`src/rtl/y86_pkg.sv`:
```
// Shared Y86-64 encodings: instruction codes, ALU functions, branch conditions
// and processor status.
package y86_pkg;

   localparam logic [3:0] I_HALT   = 4'h0;
   localparam logic [3:0] I_NOP    = 4'h1;
   localparam logic [3:0] I_RRMOVQ = 4'h2;
   localparam logic [3:0] I_IRMOVQ = 4'h3;
   localparam logic [3:0] I_RMMOVQ = 4'h4;
   localparam logic [3:0] I_MRMOVQ = 4'h5;
   localparam logic [3:0] I_OPQ    = 4'h6;
   localparam logic [3:0] I_JXX    = 4'h7;
   localparam logic [3:0] I_CALL   = 4'h8;
   localparam logic [3:0] I_RET    = 4'h9;
   localparam logic [3:0] I_PUSHQ  = 4'hA;
   localparam logic [3:0] I_POPQ   = 4'hB;

   localparam logic [1:0] ALU_ADD = 2'd0;
   localparam logic [1:0] ALU_SUB = 2'd1;
   localparam logic [1:0] ALU_AND = 2'd2;
   localparam logic [1:0] ALU_XOR = 2'd3;

   localparam logic [3:0] C_ALWAYS = 4'd0;
   localparam logic [3:0] C_LE     = 4'd1;
   localparam logic [3:0] C_L      = 4'd2;
   localparam logic [3:0] C_E      = 4'd3;
   localparam logic [3:0] C_NE     = 4'd4;
   localparam logic [3:0] C_GE     = 4'd5;
   localparam logic [3:0] C_G      = 4'd6;

   typedef enum logic [1:0] {
      STAT_AOK = 2'd0,
      STAT_HLT = 2'd1,
      STAT_ADR = 2'd2,
      STAT_INS = 2'd3
   } stat_e;

endpackage

```
`src/rtl/execute_if.sv`:
```
// Decode-to-execute bundle: decoded fields in, ALU result, condition and
// architectural state out.
interface execute_if #(parameter int DATA_W = 64);
   logic [3:0]        icode;
   logic [3:0]        ifun;
   logic [DATA_W-1:0] valA;
   logic [DATA_W-1:0] valB;
   logic [DATA_W-1:0] valC;
   logic              imem_error;
   logic              instr_valid;
   logic [DATA_W-1:0] valE;
   logic              cnd;
   logic [2:0]        cc;
   logic [1:0]        stat;

   modport master (
      output icode, ifun, valA, valB, valC, imem_error, instr_valid,
      input  valE, cnd, cc, stat
   );

   modport slave (
      input  icode, ifun, valA, valB, valC, imem_error, instr_valid,
      output valE, cnd, cc, stat
   );
endinterface

```
`src/rtl/alu.sv`:
```
// Combinational Y86-64 ALU: valE = aluB op aluA, plus the ZF/SF/OF flags
// that result would produce.
module alu
   import y86_pkg::*;
#(
   parameter int DATA_W = 64
) (
   input  logic signed [DATA_W-1:0] aluA,
   input  logic signed [DATA_W-1:0] aluB,
   input  logic        [1:0]        alufun,
   output logic signed [DATA_W-1:0] valE,
   output logic                     zf,
   output logic                     sf,
   output logic                     of
);

   always_comb begin
      valE = '0;
      of   = 1'b0;
      case (alufun)
         ALU_ADD: begin
            valE = aluB + aluA;
            of   = (aluA[DATA_W-1] == aluB[DATA_W-1]) &&
                   (valE[DATA_W-1] != aluA[DATA_W-1]);
         end
         ALU_SUB: begin
            valE = aluB - aluA;
            of   = (aluA[DATA_W-1] != aluB[DATA_W-1]) &&
                   (valE[DATA_W-1] != aluB[DATA_W-1]);
         end
         ALU_AND: valE = aluB & aluA;
         ALU_XOR: valE = aluB ^ aluA;
         default: valE = '0;
      endcase
      zf = (valE == '0);
      sf = valE[DATA_W-1];
   end

endmodule

```
`src/rtl/execute.sv`:
```
// Y86-64 sequential execute stage: operand/function selection, condition
// evaluation, and the CC and status registers that freeze outside AOK.
module execute
   import y86_pkg::*;
#(
   parameter int         DATA_W   = 64,
   parameter logic [2:0] CC_RESET = 3'b100
) (
   input  logic      clk,
   input  logic      rst_n,
   execute_if.slave  ex
);

   logic signed [DATA_W-1:0] alu_a;
   logic signed [DATA_W-1:0] alu_b;
   logic        [1:0]        alu_fun;
   logic signed [DATA_W-1:0] alu_e;
   logic                     alu_zf, alu_sf, alu_of;
   logic                     illegal_op;
   logic                     illegal_cond;
   logic                     cc_we;
   logic        [2:0]        cc_q;
   stat_e                    stat_q, stat_nxt, next_stat;

   function automatic logic cond_eval(input logic [3:0] fn, input logic [2:0] flags);
      logic zf, sf, of;
      {zf, sf, of} = flags;
      case (fn)
         C_ALWAYS: cond_eval = 1'b1;
         C_LE:     cond_eval = (sf ^ of) | zf;
         C_L:      cond_eval = sf ^ of;
         C_E:      cond_eval = zf;
         C_NE:     cond_eval = !zf;
         C_GE:     cond_eval = !(sf ^ of);
         C_G:      cond_eval = !(sf ^ of) && !zf;
         default:  cond_eval = 1'b0;
      endcase
   endfunction

   always_comb begin
      alu_a = '0;
      alu_b = '0;
      case (ex.icode)
         I_RRMOVQ, I_OPQ:             alu_a = ex.valA;
         I_IRMOVQ, I_RMMOVQ, I_MRMOVQ: alu_a = ex.valC;
         I_CALL, I_PUSHQ:             alu_a = -DATA_W'(8);
         I_RET, I_POPQ:               alu_a = DATA_W'(8);
         default:                     alu_a = '0;
      endcase
      case (ex.icode)
         I_RMMOVQ, I_MRMOVQ, I_OPQ, I_CALL, I_RET, I_PUSHQ, I_POPQ: alu_b = ex.valB;
         default:                                                  alu_b = '0;
      endcase
   end

   assign alu_fun = (ex.icode == I_OPQ) ? ex.ifun[1:0] : ALU_ADD;

   alu #(.DATA_W(DATA_W)) u_alu (
      .aluA   (alu_a),
      .aluB   (alu_b),
      .alufun (alu_fun),
      .valE   (alu_e),
      .zf     (alu_zf),
      .sf     (alu_sf),
      .of     (alu_of)
   );

   assign illegal_op   = (ex.icode == I_OPQ) && (ex.ifun > 4'd3);
   assign illegal_cond = ((ex.icode == I_RRMOVQ) || (ex.icode == I_JXX)) && (ex.ifun > 4'd6);

   assign ex.valE = illegal_op ? '0 : alu_e;
   // Conditions read the flags as they stood before this edge.
   assign ex.cnd  = ((ex.icode == I_RRMOVQ) || (ex.icode == I_JXX)) ? cond_eval(ex.ifun, cc_q) : 1'b0;

   always_comb begin
      if (ex.imem_error)                          next_stat = STAT_ADR;
      else if (!ex.instr_valid || illegal_op ||
               illegal_cond)                      next_stat = STAT_INS;
      else if (ex.icode == I_HALT)                next_stat = STAT_HLT;
      else                                        next_stat = STAT_AOK;
   end

   always_comb begin
      stat_nxt = stat_q;
      if (stat_q == STAT_AOK) stat_nxt = next_stat;
   end

   always_ff @(posedge clk or negedge rst_n) begin
      if (!rst_n) stat_q <= STAT_AOK;
      else        stat_q <= stat_nxt;
   end

   assign cc_we = (stat_q == STAT_AOK) && (next_stat == STAT_AOK) && (ex.icode == I_OPQ);

   always_ff @(posedge clk or negedge rst_n) begin
      if (!rst_n)     cc_q <= CC_RESET;
      else if (cc_we) cc_q <= {alu_zf, alu_sf, alu_of};
   end

   assign ex.cc   = cc_q;
   assign ex.stat = stat_q;

endmodule

```
`src/flat_wrapper.sv`:
```
// flat-port wrapper written by rule: the top's interface ports become plain ports
module execute_flat import y86_pkg::*;
#(
   parameter int         DATA_W   = 64,
   parameter logic [2:0] CC_RESET = 3'b100
)
  (clk, rst_n, ex_icode, ex_ifun, ex_valA, ex_valB, ex_valC, ex_imem_error, ex_instr_valid, ex_valE, ex_cnd, ex_cc, ex_stat);
  execute_if #(.DATA_W(DATA_W)) ex_i ();
  input  logic clk;
  input  logic rst_n;
  input wire logic [$bits(ex_i.icode)-1:0] ex_icode;
  input wire logic [$bits(ex_i.ifun)-1:0] ex_ifun;
  input wire logic [$bits(ex_i.valA)-1:0] ex_valA;
  input wire logic [$bits(ex_i.valB)-1:0] ex_valB;
  input wire logic [$bits(ex_i.valC)-1:0] ex_valC;
  input wire logic [$bits(ex_i.imem_error)-1:0] ex_imem_error;
  input wire logic [$bits(ex_i.instr_valid)-1:0] ex_instr_valid;
  output wire logic [$bits(ex_i.valE)-1:0] ex_valE;
  output wire logic [$bits(ex_i.cnd)-1:0] ex_cnd;
  output wire logic [$bits(ex_i.cc)-1:0] ex_cc;
  output wire logic [$bits(ex_i.stat)-1:0] ex_stat;
  assign ex_i.icode = ex_icode;
  assign ex_i.ifun = ex_ifun;
  assign ex_i.valA = ex_valA;
  assign ex_i.valB = ex_valB;
  assign ex_i.valC = ex_valC;
  assign ex_i.imem_error = ex_imem_error;
  assign ex_i.instr_valid = ex_instr_valid;
  assign ex_valE = ex_i.valE;
  assign ex_cnd = ex_i.cnd;
  assign ex_cc = ex_i.cc;
  assign ex_stat = ex_i.stat;
  execute #(.DATA_W(DATA_W), .CC_RESET(CC_RESET)) u_core (.clk(clk), .rst_n(rst_n), .ex(ex_i));
endmodule
```
`config.mk`:
```
export PLATFORM = sky130hd
export DESIGN_NAME = execute_flat
export DESIGN_NICKNAME = d
export VERILOG_FILES = /design/src/rtl/y86_pkg.sv /design/src/rtl/execute_if.sv /design/src/rtl/alu.sv /design/src/rtl/execute.sv /design/src/flat_wrapper.sv
export SDC_FILE = /design/constraint.sdc
export NUM_CORES = 1
export LEC_CHECK = 0
export BUFFER_PORTS_ARGS = -buffer_cell sky130_fd_sc_hd__buf_4
export CAP_MARGIN = 40
export CORE_ASPECT_RATIO = 1.1
export CORE_MARGIN = 3
export CORE_UTILIZATION = 35
export CTS_CLUSTER_SIZE = 28
export DETAILED_ROUTE_END_ITERATION = 10
export SLEW_MARGIN = 20
export SYNTH_ARGS = -nofsm -noshare
export SYNTH_HDL_FRONTEND = slang
export SYNTH_HIERARCHICAL = 1
export SYNTH_SLANG_ARGS = --single-unit
```
`constraint.sdc`:
```
create_clock -name clk -period 8.95 [get_ports clk]
set_clock_uncertainty 0.1 [all_clocks]
set_input_delay 0.895 -clock clk [delete_from_list [all_inputs] [get_ports clk]]
set_output_delay 0.895 -clock clk [all_outputs]
set_load 0.03 [all_outputs]
```
== Yosys cells after proc, flatten, opt, wreduce, memory -nomap -nowiden ==
Cells that the tools add are included.
W data, S select, Z words.
Storage, ports and cells
  flip-flop bits (word level): 5
  bits of input ports: 204
  output and inout bits: 70
  logic and storage cells: 68
Operators by class
  add/sub/neg operators: 2
  order comparisons: 2
  equal/unequal tests: 23
  muxes and demuxes: 11
  bitwise logic cells: 4
  reduce and logical (&&, ||, !) cells: 24
Operators with widths (number)
  $pmux W64 S4: 2
  $mux W64: 2
  $add A64 B64 Y64: 1
  $and A64 B64 Y64: 1
  $logic_not A64 Y1: 1
  $sub A64 B64 Y64: 1
  $xor A64 B64 Y64: 1
  $eq A4 B3 Y1 const B: 7
  $eq A4 B2 Y1 const B: 4
  $eq A4 B4 Y1 const B: 4
  $logic_not A4 Y1: 2
  $logic_and A1 B1 Y1: 7
  $pmux W1 S7: 1
  $reduce_or A7 Y1: 1
  $logic_not A2 Y1: 3
  $mux W2: 3
  $reduce_or A2 Y1: 3
  $eq A2 B2 Y1 const B: 2
  $eq A4 B1 Y1 const B: 1
  $gt A4 B2 Y1 const B: 1
  $gt A4 B3 Y1 const B: 1
  $logic_not A1 Y1: 3
  $logic_or A1 B1 Y1: 3
  $ne A1 B1 Y1: 3
  other kinds (7): 8

== Logic depth before layout (Yosys ltp) ==
Gate-level depths: netlist of run 1.
  depth after elaboration: 9
  gate-level depth with buffers: 23

== Hierarchy ==
Netlist of run 1, hierarchy kept.
Modules (own cells, without submodules)
  alu: times used 1, cells an instance 1769, area an instance 11199.5 um2, seq. area each 0.0 um2
  execute: times used 1, cells an instance 275, area an instance 2050.7 um2, seq. area each 126.4 um2

== Worst setup path before layout of run 1 ==
No wires, ideal clock.
  kind: input port to output port
  from: input port ex_icode[3]
  to: output port ex_valE[50]
  arrival: 4.873 ns
  data required time: 7.955 ns
  path slack: 3.082 ns
  stages on the path: 19
  path buffers: 3
  path through: buf_2 -> nor2b_1 -> nor2b_1 -> buf_2 -> buf_2 -> a22o_1 -> ha_1 -> inv_1 -> fa_1 -> or2_1 -> a221oi_2 -> o211a_2 -> o211ai_2 -> a211oi_2 -> o21a_1 -> a21oi_1 -> xnor2_1 -> a2111oi_0 -> and2_1
On the way
  word-level cells in the longest chain between the ends: 6
  elaborated cells on any way between the ends: 28
Ends and longest elaborated chain
  from (decl): RTL line flat_wrapper.sv:11  | input wire logic [$bits(ex_i.icode)-1:0] ex_icode;
  $eq A4 B2 Y1, or another cell as far along: RTL line execute.sv:43  | case (ex.icode)
  $reduce_or A3 Y1 or $reduce_or A2 Y1 (tied branches): RTL line execute.sv:43
  $pmux W64 S4 *: RTL line execute.sv:43
  via u_core.alu_a[0]: RTL line execute.sv:14  | logic signed [DATA_W-1:0] alu_a;
  $sub A64 B64 Y64 or $add A64 B64 Y64 (tied branches): RTL line alu.sv:27, alu.sv:22
  $pmux W64 S4 *: RTL line alu.sv:20  | case (alufun)
  via u_core.alu_e[50]: RTL line execute.sv:17  | logic signed [DATA_W-1:0] alu_e;
  $mux W64 *: RTL line execute.sv:71  | assign ex.valE = illegal_op ? '0 : alu_e;
  to (decl): RTL line flat_wrapper.sv:18  | output wire logic [$bits(ex_i.valE)-1:0] ex_valE;
Mark *: on every way through the listed nets, which the timed path passes. The rest lies on a longest branch.

== Worst setup path in the final report of run 1 ==
  from: input port ex_icode[3]
  to: output port ex_valE[56]
The elaborated chain is that of the path after synthesis.

==> results of run 1 <==
[logic make-up (layout without fill, tap and decap cells)]
family                     count (synthesis)  count (layout)
and+or+nand+nor                          793             793
DFF                                        5               5
muxes                                     38              38
adders and majority gates                130             130
xor gates and xnor gates                  18              18
AOI/OAI and AO/OA                        771             771
buffers and inverters                    289             450
[report_power, final]
part / switching [mW] / leakage, nW / internal, mW / total (mW)
sequential: 0.0000208 / 0.0610 / 0.0228 / 0.0228
combinational: 0.916 / 6.66 / 0.488 / 1.40
clock: 0.0130 / 0.0382 / 0.0589 / 0.0719
[registers in the layout (all words and copies together), names as in the netlist]
register	cells
u_core/ex.cc	3
u_core/ex.stat	2
[cell type report]
class / instances / area (sq um)
clock buffers: 4 / 78.83
multi-input cells: 1750 / 11930
inverters: 140 / 526.8
well taps: 494 / 618.1
fillers: 4124 / 21650
repair buffers: 306 / 2287
flip-flops and latches: 5 / 126.4
[synth_stat cells (all sizes together), types with 23 or more instances]
cell type | count | area [sq um]
nand4 | 49 | 306.5
clkbuf | 66 | 247.7
a21oi | 192 | 987.2
nand3 | 39 | 195.2
buf | 83 | 469.2
nand2 | 151 | 569.3
inv | 137 | 514.3
and2 | 75 | 469.2
nor2 | 165 | 619.3
a221o | 62 | 620.6
o21bai | 25 | 187.7
a21o | 37 | 277.8
o31ai | 38 | 295.3
ha | 128 | 1602
o211ai | 42 | 325.3
nor4 | 41 | 281.5
a31oi | 23 | 156.4
nor3 | 68 | 350.3
a211oi | 41 | 322.8
nor2b | 97 | 606.8
o21ai | 120 | 608.1
[per-stage QoR]
step / hold WS, ns / cells / worst slack (ns)
finish: 0.3631 / 2699 / 1.497
global route: 0.3607 / 2699 / 1.103
CTS: 0.3631 / 2698 / 1.562
detailed placement: 0.4546 / 2694 / 1.505
global placement: 0.4448 / 2689 / 1.470
floorplan: 0.4994 / 2044 / 3.082
[critical path, cell delays in order]
cell and delay, ns:
buf_4 0.14, nor2b_1 0.28, nor2b_4 0.23, buf_4 0.39, a221o_1 0.23, inv_1 0.06, ha_1 0.51, a21oi_1 0.34
o21ai_0 0.21, a211o_1 0.28, a2111oi_2 0.68, nor2_1 0.28, a22oi_1 0.49, a21oi_1 0.25, a311oi_1 0.44, xnor2_1 0.14
a211o_1 0.30, and2_1 0.14, buf_4 0.16
[metal layers]
metal / vias to the layer above / part of all wire (%) / global-route usage, % / wire length (um)
li1: 8044 / - / - / -
met1: 8412 / 42 / 41.69 / 27970
met2: 982 / 47 / 52.52 / 31440
met3: 188 / 7.0 / 2.495 / 4735
met4: 0 / 4.6 / 11.95 / 3082
met5: - / 0 / 0 / 0
[worst min-delay path by stage]
stage                         to             from  slack (ns)  cells after the start
2_1_floorplan    u_core/ex.cc[0]            rst_n        0.50                      0
3_3_place_gp     u_core/ex.cc[0]  u_core/ex.cc[0]        0.44                      1
3_5_place_dp     u_core/ex.cc[1]  u_core/ex.cc[1]        0.45                      1
4_1_cts        u_core/ex.stat[0]            rst_n        0.36                      1
5_1_grt        u_core/ex.stat[1]            rst_n        0.36                      1
6_report       u_core/ex.stat[0]            rst_n        0.36                      1
[cells in the final DEF, fill, tap and decap left out, types with 9 or more instances in the layout]
cell,count
nand2_1,150
nor4b_1,9
a221o_1,62
nor3_1,66
o21ai_0,111
nand3_1,39
ha_1,128
o21a_1,17
xnor2_1,18
o31a_1,9
a21o_1,37
a211oi_1,38
a311oi_1,11
a31oi_1,21
a211o_1,21
mux2i_1,22
buf_4,300
inv_1,131
o31ai_1,36
nand2b_1,22
and2_1,73
or3_1,15
or4_1,13
o21bai_1,25
and3_1,13
o211ai_1,40
nor2_1,164
o2111ai_1,10
a221oi_1,9
nor4_1,37
nor2b_1,95
nand4_1,49
a21oi_1,187
mux2_2,13
==> run metrics, run 1 <==
Unique masters post-synth 102; gr usage total 31.28%; Residual DRC 0; RSZ-0062 raised after global routing false; largest family of logic cells by synthesized area compound AO/OA/AOI/OAI gates; vias in the first global route 16390; Layout Nets 2540; post-synthesis xor/xnor area fraction 1.190%; pin count of the biggest net entering global routing 65; syn nets 2378; postcts setup bufs 0; Final Util 41.82%; Post-DP HPWL 54.02 mm; Synth Area in Compound Gates 41.52%; CP startpoint ex_icode[3]; Via-to-Cell Ratio 6.531; r2r worst-path depth 3; critical path type in -> out; Fin. Hold Viols 0; post-CTS sizing 0; EDFF count, synth 0; Antenna diodes 0; Arrival @ worst endpoint 6.46 ns; CP required 7.96 ns; FF-to-FF End u_core/ex.cc[1]; Die Height 210.1 um; Final Max Slew Viols 0; Max Cap Viol 0; period utilization 83.28%; Synth Area in Adders 12.39%; via count 17630; startpoint types input pin; remaining global-route overflow 0; Num CTS Buffers 3; peak supply drop 0.00008044 V; Top FF cell, synth dfrtp_1; Routability Congestion 1.051; Die W 191.5 um; worst slew pin tran 1.046 ns; Post-Route WL 67.23 mm; per-cell routed wire length 24.91 um; post-synthesis mux area share 3.022%; final setup violation count 0; I/O pins 274; Mapped Cells 2044; Synth Register Bits 5; CP max FO 35; CTS Root Cell clkbuf_16; fmax 134.2 MHz; Placement Cell Area 15480 sq um; clk slew on worst S/H paths 0.03 ns; final instance area 15570 sq um; Antenna Violating Nets Remaining 0; TritonRoute pass-1 iters 6; worst setup path end ex_valE[56]; area grow syn2layout 17.48%; share of layout cells above drive strength 1 17.69%; later-pin clock latency in the skew report 0.22 ns; Synth async-reset ratio 100.0%; total power 1.499 mW; CTS tree done; Ys Warns 6; run status finished, final reports clean; Core ar. 37220 sq um; pwr/cell area 96.28 nW/um^2; Seq/Total Area, Yosys 0.9537%; clock sink count 5; first-pass GRT wire length 99.57 mm; simple-gate share of the synthesized area 31.55%; DR iter-0 viols 1822; R2R Setup Slk 7.56 ns; Mapped Area 13250 sq um; clk buf depth 2; Site Rows 74; LEAKAGE 6.759 nW; fin crit period 7.453 ns; initial antenna violation count 0; syn_area_per_cell 6.482 sq um; Critical R2R Launch u_core/ex.stat[1]; CP endpoint kind output port; # port buffers 273; Hold Crit Class in -> async; Die ar. 40230 sq um; Slew HR 30.25%; CTS Hold Bufs 0; Initial Util 35.60%; H-tree levels 1; Setup TNS 0 ns
No activity file was read; power rests on OpenSTA's default activity.
==> inputs of run 2 (changes only) <==
Clock period 8.95 ns to 7.4 ns, I/O delays scaled along.
==> run 2 against run 1 <==
  * Via count grew 0.94%
  * Core utilization grew 1.1 points
  * Register-to-register slack lost 1.6 ns
  * Critical path type is now in -> reg
==> run metrics, run 2 (synthesis results as in run 1) <==
CTS tree done; run status finished, final reports clean; DR iter-0 viols 1903 (+4.4%); most common cell after layout, fill and taps aside buf_4; CTS Hold Bufs 0 (unchanged); Max Cap Viol 0 (unchanged); Post-Route WL 66.36 mm (-1.3%); total power 1.851 mW (+23%); Hold Crit Class in -> async; Layout Nets 2586 (+1.8%); pin count of the biggest net entering global routing 96 (+48%); Routability Congestion 1.023 (-2.7%); later-pin clock latency in the skew report 0.22 ns (about the same); critical path type in -> reg; startpoint types input pin; first-pass GRT wire length 98.69 mm (-0.88%); worst setup path end u_core/ex.cc[2]; pwr/cell area 115.8 nW/um^2 (+20%); CP max FO 27 (-23%); Initial Util 35.60% (unchanged); share of layout cells above drive strength 1 19.41% (+1.7 points); H-tree levels 1 (unchanged); Fin. Hold Viols 0 (unchanged); gr usage total 30.77% (-0.51 points); CP required 7.47 ns (-0.49 ns); period utilization 92.87%; postcts setup bufs 0 (unchanged); Via-to-Cell Ratio 6.482 (-0.75%); RSZ-0062 raised after global routing false; most frequent cells in the layout buf_4, a21oi_1, nor2_1, nand2_1, inv_1; vias in the first global route 16670 (+1.7%); worst slew pin tran 0.9510 ns (-0.09519 ns); Num CTS Buffers 3 (unchanged); Place WS 0.2882 ns (-1.217 ns); Die Height 210.1 um (unchanged); Critical R2R Launch u_core/ex.stat[1]; Core ar. 37220 sq um (unchanged); Final Max Slew Viols 0 (unchanged); via count 17790 (+0.94%); CTS Root Cell clkbuf_16; Largest register FFs 3 (unchanged); Site Rows 74 (unchanged); Antenna Violating Nets Remaining 0 (unchanged); Slew HR 36.06% (+5.8 points); r2r worst-path depth 3 (unchanged); peak supply drop 0.00007223 V (-10%); TritonRoute pass-1 iters 6 (unchanged); initial antenna violation count 1 (+1); setup slack after layout 0.5273 ns (-0.9693 ns); fin crit period 6.873 ns; CP endpoint kind flop; Residual DRC 0 (unchanged); I/O pins 274 (unchanged); clk buf depth 2 (unchanged); clock sink count 5 (unchanged); CP startpoint ex_icode[3]; clk slew on worst S/H paths 0.03 ns (about the same); per-cell routed wire length 24.17 um (-3.0%); fmax 145.5 MHz; Antenna diodes 0 (unchanged); Die W 191.5 um (unchanged); Arrival @ worst endpoint 6.94 ns (+0.48 ns); final setup violation count 0 (unchanged); Post-DP HPWL 53.77 mm (-0.45%); R2R Setup Slk 5.98 ns (-1.58 ns); # port buffers 273 (unchanged); Die ar. 40230 sq um (unchanged); FF-to-FF End u_core/ex.cc[1]; remaining global-route overflow 0 (unchanged); Setup TNS 0 ns (unchanged); post-CTS sizing 0 (unchanged); area grow syn2layout 20.58%; LEAKAGE 7.007 nW (+3.7%)
run 2: worst min-delay path by stage:
stage / depth (start not counted) / endpoint
after floorplan: 0 / u_core/ex.cc[0]
after global routing: 1 / u_core/ex.cc[0]
final: 1 / u_core/ex.cc[0]
after detailed placement: 1 / u_core/ex.cc[0]
after CTS: 1 / u_core/ex.cc[0]
after global placement: 1 / u_core/ex.cc[0]
run 2: cell type report:
class / count / area [sq um]
Multi-Input combinational cell: 1750 / 11930
Sequential cell: 5 / 126.4
Fill cell: 4035 / 21240
Tap cell: 494 / 618.1
Inverter: 140 / 525.5
Clock buffer: 4 / 78.83
Timing Repair Buffer: 352 / 2699
run 2: per-stage QoR:
step / cells / utilization [%] / hold slack (ns) / area [sq um]
floorplan: 2044 / - / 0.3444 / 13250
global placement: 2735 / 42.61 / 0.4465 / 15860
detailed placement: 2740 / 42.70 / 0.4418 / 15890
CTS: 2744 / 42.91 / 0.2129 / 15970
global route: 2745 / 42.92 / 0.2153 / 15980
finish: 2745 / 42.92 / 0.2141 / 15980
run 2: routing by layer:
layer | global-route usage (%) | share of wire [%] | vias to the layer above
li1 | - | - | 8144
met1 | 40.80 | 41 | 8356
met2 | 52.08 | 46 | 1080
met3 | 2.595 | 8.1 | 212
met4 | 11.21 | 5.0 | 0
met5 | 0 | 0 | -
run 2: critical path, cell delays in order:
cell,delay (ns)
buf_4,0.14
nor2b_1,0.28
nor2b_4,0.22
buf_4,0.32
a221o_1,0.20
inv_1,0.05
ha_1,0.49
a21oi_1,0.38
o21ai_0,0.24
a211oi_1,0.64
a31oi_1,0.32
o31ai_1,0.39
and2b_1,0.24
mux2i_1,0.20
a221oi_1,0.16
nor4_1,0.46
or4b_1,0.48
or4_1,0.50
nor4bb_1,0.28
mux2_1,0.16
run 2: power breakdown:
group	leakage (nW)	internal [mW]	switching, mW
logic	6.91	0.625	1.11
clock network	0.0382	0.0713	0.0161
registers	0.0610	0.0276	0.0000231
total	7.01	0.724	1.13
